$ cat src/rtl/branch_unit_pkg.sv
// rtl/branch_unit_pkg.sv - shared types and constants for the branch unit
//
// Purpose: fetch-control state encoding and instruction size, shared by
// branch_unit and its sub-module.
package branch_unit_pkg;

  typedef enum logic [1:0] {
    RUN   = 2'd0,
    HOLD  = 2'd1,
    FLUSH = 2'd2
  } bu_state_e;

  localparam int INSTR_BYTES = 4;

  // Width of the bubble counter; it holds values up to FLUSH_CYCLES-1 (max 6).
  localparam int BUBBLE_W = 3;

endpackage

$ cat src/rtl/branch_unit_bubble_counter.sv
// rtl/branch_unit_bubble_counter.sv - bubble counter used during a redirect flush
//
// Purpose: counts the remaining bubble cycles after a redirect.
// Ports:
//   clk, rst_n   clock and asynchronous active-low reset
//   load         load load_val (takes priority over dec)
//   load_val     value to load
//   dec          decrement by one; has no effect once the count is zero
//   zero         count is zero
module bubble_counter
  import branch_unit_pkg::*;
(
  input  logic                clk,
  input  logic                rst_n,
  input  logic                load,
  input  logic [BUBBLE_W-1:0] load_val,
  input  logic                dec,
  output logic                zero
);

  logic [BUBBLE_W-1:0] count_q;
  logic [BUBBLE_W-1:0] count_d;

  always_comb begin
    count_d = count_q;
    if (load) begin
      count_d = load_val;
    end else if (dec && (count_q != '0)) begin
      count_d = count_q - 1'b1;
    end
  end

  always_ff @(posedge clk or negedge rst_n) begin
    if (!rst_n) begin
      count_q <= '0;
    end else begin
      count_q <= count_d;
    end
  end

  assign zero = (count_q == '0);

endmodule

$ cat src/rtl/branch_unit.sv
// rtl/branch_unit.sv - fetch PC sequencing with branch/jump redirect and flush
//
// Purpose: generates the fetch address, holds it on downstream stalls, and
// redirects to the execute-stage target with a fixed number of bubbles.
// Optional macro: BRANCH_UNIT_STATS_EN adds redirect_count and stall_cycles.
// Ports:
//   clk, rst_n                     clock, asynchronous active-low reset
//   ex_valid/ex_branch/ex_jump     execute-stage instruction qualifiers
//   take_branch, ex_target         branch decision and redirect target
//   stall, if_ready                hold request, fetch acceptance
//   pc, if_valid                   fetch address and fetch request
//   flush                          kill younger instructions (combinational)
//   misalign                       sticky misaligned-target flag
//   redirect_count, stall_cycles   statistics (only with BRANCH_UNIT_STATS_EN)
module branch_unit
  import branch_unit_pkg::*;
#(
  parameter logic [31:0] RESET_PC     = 32'h0000_0000,
  parameter int          FLUSH_CYCLES = 2
) (
  input  logic        clk,
  input  logic        rst_n,
  input  logic        ex_valid,
  input  logic        ex_branch,
  input  logic        ex_jump,
  input  logic        take_branch,
  input  logic [31:0] ex_target,
  input  logic        stall,
  input  logic        if_ready,
  output logic [31:0] pc,
  output logic        if_valid,
  output logic        flush,
  output logic        misalign
`ifdef BRANCH_UNIT_STATS_EN
  ,
  output logic [31:0] redirect_count,
  output logic [31:0] stall_cycles
`endif
);

  bu_state_e   state_q, state_d;
  logic [31:0] pc_q, pc_d;
  logic        misalign_q, misalign_d;
  logic        redirect;
  logic        cnt_load;
  logic        cnt_dec;
  logic        cnt_zero;

  assign redirect = ex_valid & (ex_jump | (ex_branch & take_branch));

  bubble_counter u_bubble_counter (
    .clk      (clk),
    .rst_n    (rst_n),
    .load     (cnt_load),
    .load_val (BUBBLE_W'(FLUSH_CYCLES - 1)),
    .dec      (cnt_dec),
    .zero     (cnt_zero)
  );

  always_comb begin
    state_d    = state_q;
    pc_d       = pc_q;
    misalign_d = misalign_q;
    cnt_load   = 1'b0;
    cnt_dec    = 1'b0;
    if (redirect) begin
      // A redirect overrides stall, if_ready and any pending HOLD/FLUSH.
      state_d  = FLUSH;
      pc_d     = {ex_target[31:2], 2'b00};
      cnt_load = 1'b1;
      if (ex_target[1:0] != 2'b00) begin
        misalign_d = 1'b1;
      end
    end else begin
      case (state_q)
        RUN: begin
          if (if_ready) begin
            pc_d = pc_q + 32'(INSTR_BYTES);
          end
          if (stall) begin
            state_d = HOLD;
          end
        end
        HOLD: begin
          if (!stall) begin
            state_d = RUN;
          end
        end
        FLUSH: begin
          if (cnt_zero) begin
            state_d = stall ? HOLD : RUN;
          end else begin
            cnt_dec = 1'b1;
          end
        end
        default: state_d = RUN;
      endcase
    end
  end

  always_ff @(posedge clk or negedge rst_n) begin
    if (!rst_n) begin
      state_q    <= RUN;
      pc_q       <= RESET_PC;
      misalign_q <= 1'b0;
    end else begin
      state_q    <= state_d;
      pc_q       <= pc_d;
      misalign_q <= misalign_d;
    end
  end

  // Gated with rst_n so nothing is requested or killed while reset is held.
  assign pc       = pc_q;
  assign if_valid = rst_n & (state_q == RUN);
  assign flush    = rst_n & redirect;
  assign misalign = misalign_q;

`ifdef BRANCH_UNIT_STATS_EN
  logic [31:0] redirect_count_q, redirect_count_d;
  logic [31:0] stall_cycles_q, stall_cycles_d;

  always_comb begin
    redirect_count_d = redirect_count_q + {31'd0, redirect};
    stall_cycles_d   = stall_cycles_q + {31'd0, (state_q == HOLD)};
  end

  always_ff @(posedge clk or negedge rst_n) begin
    if (!rst_n) begin
      redirect_count_q <= '0;
      stall_cycles_q   <= '0;
    end else begin
      redirect_count_q <= redirect_count_d;
      stall_cycles_q   <= stall_cycles_d;
    end
  end

  assign redirect_count = redirect_count_q;
  assign stall_cycles   = stall_cycles_q;
`endif

endmodule

$ cat config.mk
export PLATFORM = sky130hd
export DESIGN_NAME = branch_unit
export DESIGN_NICKNAME = d
export VERILOG_FILES = /design/src/rtl/branch_unit_pkg.sv /design/src/rtl/branch_unit_bubble_counter.sv /design/src/rtl/branch_unit.sv
export SDC_FILE = /design/constraint.sdc
export NUM_CORES = 1
export LEC_CHECK = 0
export BUFFER_PORTS_ARGS = -buffer_cell sky130_fd_sc_hd__buf_4
export CORE_ASPECT_RATIO = 0.7
export CORE_MARGIN = 2
export CORE_UTILIZATION = 53
export CTS_CLUSTER_SIZE = 24
export DETAILED_ROUTE_END_ITERATION = 16
export GPL_TIMING_DRIVEN = 0
export PLACE_DENSITY = 0.95
export SYNTH_ARGS = -nofsm -noshare
export SYNTH_HDL_FRONTEND = slang
export SYNTH_SLANG_ARGS = --single-unit
$ cat constraint.sdc
create_clock -name clk -period 5.2 [get_ports clk]
set_input_delay 1.04 -clock clk [delete_from_list [all_inputs] [get_ports clk]]
set_output_delay 1.04 -clock clk [all_outputs]
set_load 0.05 [all_outputs]
# Word-level counts from Yosys, hierarchy flattened
# Cells that the tools add are included.
[word_totals]
ff_bits = 38
[op_classes]
bitwise_logic = 5
reduce_logical = 11
eq_ne = 5
muxes = 15
add_sub_neg = 2
[ops]
columns = ["operator", "n"]
rows = [
  ["$mux 32", 3],
  ["$add 32x3->32 const B", 1],
  ["$ne 3x3->1 const B", 3],
  ["$mux 2", 4],
  ["$reduce_bool 2->1", 4],
  ["$mux 3", 2],
  ["$pmux 2 s3", 1],
  ["$mux 1", 5],
  ["$and 1x1->1", 4],
  ["$reduce_and 2->1", 2],
  ["$logic_not 3->1", 1],
  ["$reduce_and 3->1", 1],
  ["$reduce_bool 3->1", 1],
  ["$sub 3x1->3 const B", 1],
  ["$eq 2x1->1 const B", 1],
  ["$eq 2x2->1 const B", 1],
  ["$logic_not 2->1", 1],
  ["$logic_and 1x1->1", 1],
  ["$or 1x1->1", 1],
]

# Depth between registers and ports, before layout
[depth]
depth_word = 7
depth_mapped = 7
depth_no_buf = 7

# Cells and area by module
# Synthesis repeated with hierarchy kept, for this count alone.
[unflattened]
cells_unflattened = 237
area_unflattened_um2 = 2125.8
[by_module_without_submodules]
columns = ["module", "seq_area_each_um2", "n_inst", "cells_each", "area_per_inst_um2"]
rows = [
  ["branch_unit", 825.8, 1, 218, 1918.1],
  ["bubble_counter", 75.1, 1, 19, 207.7],
]

# Least setup slack after synthesis
# Ideal clock, no wire load.
[synth_path]
kind = "input to output"
start = "in rst_n"
end = "out if_valid"
t_arrival_ns = 2.186
cell_stages = 1
setup_slack_ns = 1.974
required_time_ns = 4.160
cell_sequence = "nor3b_1"
[synth_via]
elab_chain_cells = 1
[synth_lines]
columns = ["element", "line_no", "source"]
rows = [
  ["start, declared", "branch_unit.sv:22", "input logic rst_n,"],
  ["$and 1x1->1", "branch_unit.sv:115", "assign if_valid = rst_n & (state_q == RUN);"],
  ["end, declared", "branch_unit.sv:31", "output logic if_valid,"],
]
# No other way between the ends.

# Worst setup path in the final report
# Ends and elaborated chain as after synthesis.

==> impl_metrics.toml <==
[outcome]
status = "complete, no violations"

[synthesis]
synthTopCellsByCount = "nand2_1, dfrtp_1, o21ai_0"
ys_seq_elements = 36
syn_area_mm2 = 0.00198
async_flop_share_pct = 100
seq_area_frac_synth_pct = 45.4
synthMostInstantiatedCell = "nand2_1"
synth_flop_cell = "dfrtp_1"
syn-instance-count = 229
synth_area_leaders = "dfrtp_1, xnor2_1, nand2_1"
syn_area_per_cell_um2 = 8.67
synthDominantCellAreaShare_pct = 45.4
ys_warn_count = 0
synth_edf_count = 0
yosysTopAreaCell = "dfrtp_1"
synth.distinct_cells = 31

[cts]
post_cts_resized = 0
clock_sinks = 36
cts_tree = "yes"
clock-root-buffer = "clkbuf_8"
clkTransAtPathRegs_ps = 60
cts_buffers = 5
hold_buffers = 0
cts_setup_buffers = 0
cts_max_level = 2
clock_path_buffers = 2
insertion_delay_ps = 290

[hold_path]
hold_depth = 1
min_delay_worst_endpoint = "misalign"
min_from = "misalign"
min-delay-path-class = "reg2reg"

[critical_path]
critPathSlowestCell = "buf_4"
crit-reg2reg-capture = "pc[31]"
critical-path-top-delay-family = "buffers and inverters"
end_kind = "output pin"
cp_num_buf_inv = 2
crit_top_cell = "buf_4"
reg2reg_depth = 6
arrival_ps = 1930
worstSetupPathType = "in2out"
critPathLaunchType = "primary input"
r2r-start = "pc[15]"
reg2reg_slack_ps = 3010
cp_data_required_time_ps = 4160
critPathMaxFanout = 38
path_cells = "buf_4 > nor3b_1 > buf_4"
slowest_delay_ps = 380

[grt]
grt_pass1_vias = 1772
grt-ovfl-total = 0
grt_use_total_pct = 25.4
grt_pass1_wl_um = 8200
antenna_found_initial = 0
grt_max_degree = 39

[power_and_ir_drop]
p_leak_uw = 0.00117
power.total_uw = 997
peakVddDrop_mv = 0.422
power_density_mw_per_mm2 = 372

[timing]
hold_viol_final = 0
fin_tns_setup_ps = 0
setup_viol = 0
layout_min_cycle_time_ps = 2970
rsz0062_at_grt = "false"
skew_ps = 7.94
fin_crit_sh_pct = 57.0
holdWs_ps = 478
drv_slew = 0
fmax_mhz = 337

[floorplanning]
start_util_pct = 55.8
dieWidth_um = 77.1
core_area_mm2 = 0.00356
io_pins = 75
placementRows = 18
die_y_um = 55.2
die-area_mm2 = 0.00426

[placed_design]
port-buffer-count = 72
hpwl_um = 3820
place_congestion = 0.836
place_inst = 352

[finish]
diodes = 0
area_growth_pct = 35.1
stdcell_count = 360
nets = 352
drive_above_1_share_pct = 27.4
final_util_pct = 75.4

[detailed_routing]
final_antenna_net_count = 0
wl_met2_um = 2450
first_pass_iters = 4
wl_per_cell_um = 14.1
wl_met3_um = 351
wl_met1_um = 2180
drt_first_iter_violations = 88
drc = 0
wirelength_um = 5070
dr.max_layer_used = "met4"
vias = 1906
via_per_inst = 5.29

[run]
maxCapViolCount = 0
-- registers in the layout, summed over array words and instances, names as in the netlist --
name / cells
misalign: 1
pc: 30
state_q: 2
u_bubble_counter.count_q: 3
-- worst max-delay path by stage --
stage | cells past startpoint | endpoint | from
global route | 3 | if_valid | rst_n
detailed placement | 3 | if_valid | rst_n
finish | 3 | if_valid | rst_n
CTS | 3 | if_valid | rst_n
global placement | 3 | if_valid | rst_n
floorplan | 1 | if_valid | rst_n
-- cells in the final DEF, fill, tap and decap left out, drive strengths merged, types with 7 or more instances in the layout --
master  count
buf        76
inv         8
nor2       12
nand3       8
xnor2      23
nor4        9
nand2      49
clkbuf     14
nand4       7
dfrtp      36
o21ai      27
-- power by group --
part           leakage [uW]  total, uW  internal (uW)  switching, uW
Clock             0.0000455        204            108           96.1
Combinational      0.000682        402            141            261
Sequential         0.000439        391            332           58.8
-- cell type report --
type | instances | area (um^2)
Buffer | 10 | 47.5
Clock buffer | 8 | 90.1
Fill cell | 272 | 877
Inverter | 8 | 30.0
Multi-Input combinational cell | 176 | 1010
Sequential cell | 36 | 901
Tap cell | 50 | 62.6
Timing Repair Buffer | 72 | 541
-- per-stage QoR --
stage / worst slack, ps / cell area (um^2)
finish: 2230 / 2680
global route: 2110 / 2680
CTS: 2200 / 2680
detailed placement: 2210 / 2590
global placement: 2210 / 2590
floorplan: 1970 / 1990
-- routing by layer --
metal / GRT usage [%] / up-vias
met1: 32.3 / 891
met2: 43.5 / 61
li1: - / 942
met3: 6.49 / 12
met5: 0 / -
met4: 9.52 / 0
-- cells by family after synthesis --
family,count (synthesis),synth area share (%)
AOI/OAI and AO/OA,33,8.95
and+or+nand+nor,108,26.4
other,1,0.189
buffers and inverters,18,3.91
DFF,36,45.4
muxes,1,0.504
xor gates and xnor gates,29,12.8
adders and majority gates,3,1.89
Note: power is estimated with default switching activity, not from simulation.
